`config.mk`:
```
export PLATFORM = sky130hd
export DESIGN_NAME = uart_rx_fifo
export DESIGN_NICKNAME = d
export VERILOG_FILES = /design/src/rtl/uart_rx_fifo.sv
export SDC_FILE = /design/constraint.sdc
export NUM_CORES = 1
export LEC_CHECK = 0
export ABC_AREA = 1
export CAP_MARGIN = 25
export CORE_MARGIN = 1
export CORE_UTILIZATION = 58
export DETAILED_ROUTE_END_ITERATION = 6
export GPL_TIMING_DRIVEN = 0
export HOLD_SLACK_MARGIN = 0.05
export PLACE_DENSITY = 0.88
export SLEW_MARGIN = 20
export SYNTH_ARGS = -nofsm -noshare
export SYNTH_HDL_FRONTEND = slang
export SYNTH_SLANG_ARGS = --single-unit
```
`constraint.sdc`:
```
create_clock -name clk -period 4.9 [get_ports clk]
set_clock_uncertainty 0.15 [all_clocks]
set_input_delay 0.49 -clock clk [delete_from_list [all_inputs] [get_ports clk]]
set_output_delay 0.49 -clock clk [all_outputs]
set_load 0.05 [all_outputs]
```
`src/rtl/uart_rx_fifo.sv`:
```
// Consumer side of the uart_rx byte handshake: buffers received bytes in a FIFO
// and re-presents them on a valid/ready stream. Optional macro UART_RX_FIFO_DROP_ERR_EN.
module uart_rx_fifo #(
  parameter int DEPTH = 16,
  parameter int CNT_W = 5
) (
  input  logic             clk,
  input  logic             resetn,
  input  logic [7:0]       rx_data,
  input  logic             rx_ready,
  output logic             rx_ack,
  input  logic             err_frame,
  input  logic             err_overrun,
  output logic [7:0]       m_data,
  output logic             m_valid,
  input  logic             m_ready,
  output logic [CNT_W-1:0] level,
  output logic [CNT_W-1:0] frame_err_cnt,
  output logic             ovf,
  input  logic             clr
);

  localparam int AW = (DEPTH > 1) ? $clog2(DEPTH) : 1;
  localparam logic [CNT_W-1:0] FULL_LVL = CNT_W'(DEPTH);
  localparam logic [CNT_W-1:0] CNT_MAX  = '1;

  typedef enum logic [1:0] {IDLE, ACK, WAIT_CLR} state_t;

  state_t        state, state_nxt;
  logic [7:0]    mem [DEPTH];
  logic [AW-1:0] wr_ptr, rd_ptr, rd_nxt;
  logic          full, capture, full_stall, push, pop;

  assign full    = (level == FULL_LVL);
  assign m_valid = (level != '0);
  assign pop     = m_valid & m_ready;
  assign rd_nxt  = rd_ptr + AW'(1);

`ifdef UART_RX_FIFO_DROP_ERR_EN
  assign push = capture & ~err_frame;
`else
  assign push = capture;
`endif

  always_ff @(posedge clk or negedge resetn) begin
    if (!resetn) state <= IDLE;
    else         state <= state_nxt;
  end

  // WAIT_CLR holds off until rx_ready drops so one byte is never captured twice.
  always_comb begin
    state_nxt  = state;
    rx_ack     = 1'b0;
    capture    = 1'b0;
    full_stall = 1'b0;
    case (state)
      IDLE: begin
        if (rx_ready) begin
          if (!full) begin
            capture   = 1'b1;
            state_nxt = ACK;
          end else begin
            full_stall = 1'b1;
          end
        end
      end
      ACK: begin
        rx_ack    = 1'b1;
        state_nxt = WAIT_CLR;
      end
      WAIT_CLR: begin
        if (!rx_ready) state_nxt = IDLE;
      end
      default: state_nxt = IDLE;
    endcase
  end

  always_ff @(posedge clk) begin
    if (push) mem[wr_ptr] <= rx_data;
  end

  // m_data is a register mirroring the head entry; a push into an empty (or
  // emptying) FIFO bypasses the array since that slot is not written yet.
  always_ff @(posedge clk or negedge resetn) begin
    if (!resetn) begin
      wr_ptr <= '0;
      rd_ptr <= '0;
      level  <= '0;
      m_data <= '0;
    end else begin
      if (push) wr_ptr <= wr_ptr + AW'(1);
      if (pop)  rd_ptr <= rd_nxt;
      case ({push, pop})
        2'b10:   level <= level + CNT_W'(1);
        2'b01:   level <= level - CNT_W'(1);
        default: level <= level;
      endcase
      if (pop) begin
        if (level > CNT_W'(1)) m_data <= mem[rd_nxt];
        else if (push)         m_data <= rx_data;
      end else if (push && level == '0) begin
        m_data <= rx_data;
      end
    end
  end

  // A set event in the same cycle as clr takes priority over the clear.
  always_ff @(posedge clk or negedge resetn) begin
    if (!resetn) begin
      frame_err_cnt <= '0;
      ovf           <= 1'b0;
    end else begin
      if (capture && err_frame) begin
        if (clr)                          frame_err_cnt <= CNT_W'(1);
        else if (frame_err_cnt != CNT_MAX) frame_err_cnt <= frame_err_cnt + CNT_W'(1);
      end else if (clr) begin
        frame_err_cnt <= '0;
      end
      if (err_overrun || full_stall) ovf <= 1'b1;
      else if (clr)                  ovf <= 1'b0;
    end
  end

endmodule

```
### Word level (Yosys, flattened, before mapping)

Memory sizes are Yosys's and may differ from the RTL's.
Index checks and enable logic that the tools add are counted.

| storage, ports and cells | value |
|---|---|
| input port bits | 15 |
| RAM bits | 128 |
| bits in registers | 29 |
| memories | 1 |
| logic and storage cells | 63 |
| output and inout port bits | 21 |

| operators by class | value |
|---|---|
| equality and inequality tests | 10 |
| $lt $le $gt $ge | 1 |
| multiplexer cells | 24 |
| add/sub/neg operators | 5 |
| reduce and logical (&&, ||, !) cells | 14 |
| bitwise gates (word level) | 1 |

Memories:

| name | words | width | rd ports | clocked after memory_dff | write ports | line | text |
|---|---|---|---|---|---|---|---|
| mem | 16 | 8 | 1 | 0 | 1 | 30 | `logic [7:0] mem [DEPTH];` |

Operator list:

| cell | number |
|---|---|
| 8-bit 2-to-1 mux | 4 |
| 5-bit 2-to-1 mux | 4 |
| 1-bit 2-to-1 mux | 11 |
| 5-bit by 1-bit adder with 5-bit output, second input constant | 2 |
| 5-bit case mux with 2 select lines | 1 |
| 2-bit nonzero test | 5 |
| 4-bit by 1-bit adder with 4-bit output, second input constant | 2 |
| 2-bit 2-to-1 mux | 3 |
| 2-bit inequality test, second input constant | 3 |
| 2-bit case mux with 3 select lines | 1 |
| 5-bit == test, second input constant | 1 |
| 5-bit by 1-bit > comparator with 1-bit output, second input constant | 1 |
| 5-bit zero test | 1 |
| 5-bit inequality test, second input constant | 1 |
| 5-bit nonzero test | 1 |
| 5-bit by 1-bit subtractor with 5-bit output, second input constant | 1 |
| 2-bit by 1-bit == test with 1-bit output, second input constant | 2 |
| 2-bit == test, second input constant | 2 |
| 2-bit AND reduction | 2 |
| 3-bit by 2-bit inequality test with 1-bit output, second input constant | 1 |
| 3-bit AND reduction | 1 |
| 1-bit logical AND | 2 |
| 2-bit zero test | 1 |
| 1-bit bitwise AND | 1 |
| 1-bit logical OR | 1 |

### Logic depth before layout (Yosys ltp)

Gate-level depths: netlist (run 1).

| depth | value |
|---|---|
| depth after elaboration | 7 |
| mapped depth | 13 |
| mapped depth without buffers | 13 |

### Worst setup path before layout (run 1)

Ideal clock, no wire load.

| timing path | value |
|---|---|
| path type | reg-to-reg |
| start point | reg level[0] |
| end point | reg level[4] |
| cell stages (with the launch flop) | 12 |
| required time | 4.632 ns |
| setup slack | 2.187 ns |
| clock period less this slack | 2.713 ns |
| setup time | 0.118 ns |
| arrival time | 2.445 ns |
| path buffers | 0 |
| cells stage by stage | dfrtp_1 inv_1 ha_1 nand3_2 nand2_2 inv_1 ha_1 nor2_1 o21ai_0 a21oi_1 xor2_1 inv_1 |

| on the way | value |
|---|---|
| elaborated cells between the ends (all ways) | 12 |
| classes of those cells | add/sub (2); eq/ne (3); mux (4); bitwise (1); reduce/logical (2) |

RTL lines:

| item | line | text |
|---|---|---|
| start, declared | 17 | `output logic [CNT_W-1:0] level,` |
| start signal, assigned | 94 | `2'b10: level <= level + CNT_W'(1);` |
| start signal, assigned | 95 | `2'b01: level <= level - CNT_W'(1);` |
| start signal, assigned | 96 | `default: level <= level;` |
| 5-bit nonzero test * | 35 | `assign m_valid = (level != '0);` |
| net m_valid | 15 | `output logic m_valid,` |
| 1-bit bitwise AND * | 36 | `assign pop = m_valid & m_ready;` |
| 2-bit by 1-bit == test with 1-bit output / 2-bit == test (equally long branches) | 93 | `case ({push, pop})` |
| 5-bit case mux with 2 select lines / 2-bit nonzero test (equally long branches) | n/a |  |

Mark *: on every way through the listed nets, which the timed path passes. The rest lies on a longest branch.
A chain may end at the register's enable or synchronous reset.

### Worst setup path in the final report (run 1)

| timing path | value |
|---|---|
| start point | reg level[0] |
| end point | out m_valid |

| on the way | value |
|---|---|
| word-level cells in the longest chain between the ends | 1 |

RTL lines:

| item | line |
|---|---|
| 5-bit nonzero test | 35 |
| end, declared | 15 |

Every way passes these cells.

==> results of run 1 <==
metrics by stage:
stage,hold WS (ns),utilization
2_1_floorplan,0.0444,-
3_3_place_gp,0.317,0.653
3_5_place_dp,0.323,0.653
4_1_cts,0.339,0.703
5_1_grt,0.366,0.703
6_report,0.345,0.703
path summary, 6_finish.rpt:
path	slack, ns	end	cells after the start
max	2.11	m_valid	4
min	0.35	m_data[2]$_DFFE_PN0P_	2
max reg2reg	2.30	mem[15][0]$_DFFE_PP_	7
min reg2reg	0.35	m_data[2]$_DFFE_PN0P_	2
max in group asynchronous	3.68	wr_ptr[3]$_DFFE_PN0P_	2
min in group asynchronous	0.49	m_data[3]$_DFFE_PN0P_	2
layer usage:
metal	wire, um	up-vias	GRT usage
met4	540	0	0.140
met3	1300	49	0.0578
li1	-	2386	-
met2	8170	233	0.467
met5	0	-	0
met1	6300	2449	0.349
final cells by class:
type                       count  area, sq um
inverter                      90          338
tap                          143          179
fill                         772         3450
clock buffer                  19          433
multi-input combinational    430         2010
clock inverter                13          141
sequential                   157         4570
timing repair buffer          36          355
buffer                        25          140
registers in the layout (all words and copies together), names as in the netlist:
| name | count |
|---|---|
| frame_err_cnt | 5 |
| m_data | 8 |
| rd_ptr | 4 |
| ovf | 1 |
| mem | 128 |
| wr_ptr | 4 |
| state | 2 |
| level | 5 |
placed cells by master, fill, tap and decap left out, types with 6 or more instances in the layout:
master           count
buf_2               17
clkbuf_16           17
clkdlybuf4s50_1     34
clkinvlp_4           6
dfrtp_1             29
edfxtp_1           128
ha_1                12
inv_1               87
nand2_1            238
nand3_1             97
nor2_1              39
o21ai_0             14
xor2_1               8
report_power, final:
group | switching, W | internal [W]
Combinational | 0.00161 | 0.000709
Sequential | 0.000122 | 0.00162
Clock | 0.000526 | 0.000750
worst max-delay path: stages, from the launching register on:
cell and delay [ns]:
dfrtp_1 0.45, inv_1 0.13, ha_1 0.24, nand3_2 0.10
clkdlybuf4s50_1 0.80
logic make-up after synthesis:
kind of cell / after synthesis
compound gates: 21
fa+ha+maj: 12
buf+inv: 115
simple gates: 384
flops: 157
xor+xnor: 13
==> impl_metrics.yaml, run 1 <==
run_status:
  status: "finished, violations left"
  violations: "DRC"
yosys:
  yosys-top-cells-area: "edfxtp_1, nand2_1, dfrtp_1, nand3_1, inv_1"
  synth-seq-cells: 157
  netlist_instances: 702
  synth_compound_area_frac: 0.0153
  synth_adder_area_share: 0.0213
  synth_area_leader_cell: "edfxtp_1"
  ys.warnings.count: 0
  yosysUniqueCellTypes: 29
  synthFlopType: "edfxtp_1"
  netlist_top_cells_count: "nand2_1, edfxtp_1, nand3_1, inv_1, nor2_1"
  synth_top_family_by_area: "simple AND/OR/NAND/NOR gates"
  synth.avg_cell_area_sq_um: 10.1
  synth-xor-area-share: 0.0209
  synth_async_sr_flop_share: 0.185
  synth-edff-count: 128
  synth_fp_nets: 729
  synth-simple-area-share: 0.227
  synthMuxAreaShare: 0
  synthMostInstantiatedCell: "nand2_1"
  synth.cell_area_sq_um: 7060
  yosysSeqAreaShare: 0.648
  synth.top_cell.area_share: 0.545
setup_path:
  path_class: "register to output port"
  critPathArrivalTime_ns: 2.15
  end_kind: "output port"
  start_kind: "register"
  crit_fanout: 5
  crit_start: "level[0]$_DFFE_PN0P_"
  required_ns: 4.26
  rr_startpoint: "level[0]$_DFFE_PN0P_"
floorplanning:
  die_w_um: 112
  rows: 39
  pin_count: 36
  start_util: 0.608
  dieArea_sq_um: 12600
  design.core.area_sq_um: 11600
  die_y_um: 112
clock_tree:
  clkTransAtPathRegs_ns: 0.06
  insertion_delay_ns: 0.43
  ctsResizeCount: 0
  cts_buffer_depth: 2
  h-tree-depth: 4
  cts_tree: "yes"
  clock_sinks: 157
  root_buffer: "clkbuf_16"
  cts_buffers: 17
  postCtsSetupBuffers: 0
  cts_hold_buffers: 1
global_route:
  grt-ovfl-total: 0
  grt_pass1_vias: 5173
  grt_max_degree: 30
  grt_first_pass_wirelength_um: 25700
  grt_antenna_before_repair: 0
  grt_usage: 0.280
layout:
  stdcell_count: 913
  nets: 784
  final_area_sq_um: 8160
  num_antenna_cells: 0
  syn_to_final_growth_pct: 15.7
  drive_gt1_frac: 0.0831
sta:
  max_slew_margin: 0.449
  rsz0062_at_grt: "false"
  tightest_slew_ns: 0.824
  fin_tns_setup_ns: 0
  setup_violations: 0
  hold_viol_final: 0
  post-route-period-util: 0.570
  timing.final.crit_period_ns: 2.79
  slew_viol_final: 0
  setup_ws_ns: 2.11
  fmax_mhz: 358
place:
  place_congestion: 0.952
  pre_cts_ws_ns: 2.04
  postPlaceCellArea_sq_um: 7580
  post-dp-hpwl_um: 10900
  post-place-cells: 880
  port_buffers: 35
power:
  p_leak_nw: 3.49
  ir_drop_v: 0.000361
  powerDensity_nw_per_um2: 653
  total_power_w: 0.00533
detailed_routing:
  wire_per_inst_um: 17.9
  drtIter0Drc: 554
  dr.pass1.iters: 7
  drt-vias-per-instance: 5.60
  ant_nets: 0
  drc: 1
  wirelength_um: 16300
  vias: 5117
job:
  maxCapViolCount: 0
worst_hold_path:
  hold_start: "m_data[2]$_DFFE_PN0P_"
  min_path_type: "register to register"
No activity file was read; power rests on OpenSTA's default activity.
==> run 2, diff against run 1 <==
--- a/config.mk
+++ b/config.mk
@@ -8,11 +8,11 @@
 export ABC_AREA = 1
 export CAP_MARGIN = 25
 export CORE_MARGIN = 1
-export CORE_UTILIZATION = 58
+export CORE_UTILIZATION = 54
 export DETAILED_ROUTE_END_ITERATION = 6
 export GPL_TIMING_DRIVEN = 0
 export HOLD_SLACK_MARGIN = 0.05
-export PLACE_DENSITY = 0.88
+export PLACE_DENSITY = 0.87
 export SLEW_MARGIN = 20
 export SYNTH_ARGS = -nofsm -noshare
 export SYNTH_HDL_FRONTEND = slang
==> constraint.sdc (replaced) <==
create_clock -name clk -period 2.4 [get_ports clk]
set_clock_uncertainty 0.15 [all_clocks]
set_input_delay 0.24 -clock clk [delete_from_list [all_inputs] [get_ports clk]]
set_output_delay 0.24 -clock clk [all_outputs]
set_load 0.05 [all_outputs]
==> run 2 against run 1 <==
Compared with the run above: the run ends with setup timing left; largest power group unchanged; cell area increased by 1.7%; clock power increased by 120%; combinational power increased by 110%; core utilization decreased by 4.7 points; first-iteration DRC count increased by 1.3%; worst hold slack got worse by 0.058 ns; largest cell class unchanged; power increased by 110%; critical path depth increased by 3; sequential power increased by 100%; clock-buffer cell count increased by 1.
==> impl_metrics.yaml, run 2 (synthesis results as in run 1) <==
clock_tree:
  clock_sinks: 157
  h-tree-depth: 4
  root_buffer: "clkbuf_16"
  cts_buffer_depth: 2
  cts_tree: "yes"
  clkTransAtPathRegs_ns: 0.06
  postCtsSetupBuffers: 0
  cts_buffers: 17
  insertion_delay_ns: 0.42
floorplanning:
  die_w_um: 116
  start_util: 0.557
  design.core.area_sq_um: 12700
  pin_count: 36
  dieArea_sq_um: 13500
  die_y_um: 116
  rows: 41
worst_hold_path:
  min_path_type: "input pin to async pin"
layout:
  largest_reg_flops: 128
  final_area_sq_um: 8310
  syn_to_final_growth_pct: 17.7
  top_register: "mem"
  drive_gt1_frac: 0.109
  final_cell_mix: "nand2_1, edfxtp_1, nand3_1"
  mostFrequentLayoutCell: "nand2_1"
  num_antenna_cells: 0
  fillers: 873
  multi_input_area_sq_um: 2080
  regArea_sq_um: 4570
  nets: 784
  top_regs: "mem x128, m_data x8"
setup_path:
  start_kind: "register"
  end_kind: "register"
  critPathArrivalTime_ns: 2.41
  required_ns: 2.30
  reg2reg_depth: 7
  rrSetupSlack_ns: -0.11
  rr_endpoint: "mem[2][6]$_DFFE_PP_"
  crit_fanout: 8
  rr_startpoint: "level[0]$_DFFE_PN0P_"
  path_class: "register to register"
sta:
  timing.final.crit_period_ns: 2.51
  setup_ws_ns: -0.113
  slew_viol_final: 0
  rsz0062_at_grt: "true"
  hold_viol_final: 0
  max_slew_margin: 0.421
  setup_violations: 24
  fin_tns_setup_ns: -1.44
  tightest_slew_ns: 0.866
  post-route-period-util: 1.05
  fmax_mhz: 398
global_route:
  grt_first_pass_wirelength_um: 25700
  grt_pass1_vias: 5040
  grt_max_degree: 30
  grt_usage: 0.265
  grt-ovfl-total: 0
  grt_antenna_before_repair: 0
place:
  place_congestion: 0.911
  port_buffers: 35
  postPlaceCellArea_sq_um: 7630
  pre_cts_ws_ns: -0.165
  post-dp-hpwl_um: 10300
power:
  ir_drop_v: 0.000711
  power_frac_comb: 0.434
  p_int_w: 0.00651
  clkPwrFrac: 0.248
  powerDensity_nw_per_um2: 1350
  p_sw_frac: 0.417
  p_leak_nw: 3.51
  p_sw_w: 0.00467
  p_seq_frac: 0.318
detailed_routing:
  drt-vias-per-instance: 5.53
  vias: 5213
  wire_per_inst_um: 17.5
  drtIter0Drc: 561
  dr.pass1.iters: 6
  drc: 0
  ant_nets: 0
  wirelength_um: 16500
run_status:
  status: "finished, violations left"
  violations: "setup timing"
job:
  maxCapViolCount: 0
-- run 2: worst max-delay path by stage --
stage	from	endpoint	slack [ns]
2_1_floorplan	level[3]$_DFFE_PN0P_	level[4]$_DFFE_PN0P_	0.007
3_3_place_gp	rx_ready	mem[15][5]$_DFFE_PP_	-0.10
3_5_place_dp	rx_ready	mem[9][5]$_DFFE_PP_	-0.16
4_1_cts	level[0]$_DFFE_PN0P_	mem[2][6]$_DFFE_PP_	-0.06
5_1_grt	level[0]$_DFFE_PN0P_	mem[6][7]$_DFFE_PP_	-0.15
6_report	level[0]$_DFFE_PN0P_	mem[2][6]$_DFFE_PP_	-0.11
-- run 2: area by class of cell --
type,instances,share of cell area
Inverter,90,0.0407
Multi-Input combinational cell,430,0.250
Timing Repair Buffer,36,0.0426
Tap cell,172,0.0259
Clock inverter,12,0.0206
Sequential cell,157,0.551
Buffer,25,0.0172
Clock buffer,20,0.0526
-- run 2: per-stage QoR --
step / power [W] / hold WS (ns) / utilization / instances
global placement: 0.00802 / 0.315 / 0.603 / 909
finish: 0.0112 / 0.287 / 0.656 / 942
global route: 0.0117 / 0.297 / 0.656 / 942
floorplan: 0.00675 / -0.206 / - / 702
CTS: 0.0110 / 0.248 / 0.654 / 942
detailed placement: 0.00815 / 0.160 / 0.603 / 909
-- run 2: per-layer routing --
layer / vias to the layer above / track usage / part of all wire
li1: 2393 / - / -
met2: 326 / 0.434 / 0.49
met5: - / 0 / 0
met4: 0 / 0.142 / 0.043
met1: 2418 / 0.327 / 0.37
met3: 76 / 0.0612 / 0.092
-- run 2: worst max-delay path: stages, from the launching register on --
cell and delay, ns:
dfrtp_2 0.42, inv_2 0.07, ha_2 0.20, nand3_1 0.13, nand2_2 0.11, clkinv_1 0.15, nand2_1 0.19, nor2_1 0.71
-- run 2: timing repair --
item                                   4_1_cts  5_1_grt
cloned                                       0        0
resized for setup                           13        8
hold buffers                                 1        0
endpoints found under the hold margin       29        0
setup endpoints to repair                   93       73
pin swaps                                    0        0
-- run 2: power by group through the flow --
stage | Sequential (W) | Clock, W | Combinational, W
after detailed placement | 0.00360 | 0 | 0.00455
after global routing | 0.00359 | 0.00289 | 0.00518
after floorplan | 0.00399 | 0 | 0.00277
final | 0.00355 | 0.00277 | 0.00486
after global placement | 0.00358 | 0 | 0.00444
after CTS | 0.00355 | 0.00278 | 0.00469
==> run 3, diff against run 2 <==
--- a/config.mk
+++ b/config.mk
@@ -6,13 +6,14 @@
 export NUM_CORES = 1
 export LEC_CHECK = 0
 export ABC_AREA = 1
+export ABC_CLOCK_PERIOD_IN_PS = 3260
 export CAP_MARGIN = 25
 export CORE_MARGIN = 1
-export CORE_UTILIZATION = 54
+export CORE_UTILIZATION = 58
 export DETAILED_ROUTE_END_ITERATION = 6
 export GPL_TIMING_DRIVEN = 0
 export HOLD_SLACK_MARGIN = 0.05
-export PLACE_DENSITY = 0.87
+export PLACE_DENSITY = 0.88
 export SLEW_MARGIN = 20
 export SYNTH_ARGS = -nofsm -noshare
 export SYNTH_HDL_FRONTEND = slang
==> constraint.sdc (replaced) <==
create_clock -name clk -period 3.26 [get_ports clk]
set_clock_uncertainty 0.15 [all_clocks]
set_input_delay 0.489 -clock clk [delete_from_list [all_inputs] [get_ports clk]]
set_output_delay 0.489 -clock clk [all_outputs]
set_load 0.05 [all_outputs]
==> results of run 3 <==
The final DEF is identical to that of run 1. Status: finished, violations left: DRC.
Among the figures that moved: setup slack after placement 2.04 ns -> 0.397 ns; setup slack after layout 2.11 ns -> 0.470 ns; register-to-register setup slack 2.30 ns -> 0.66 ns; total power 0.00533 W -> 0.00802 W; worst IR drop on VDD 0.000361 V -> 0.000543 V
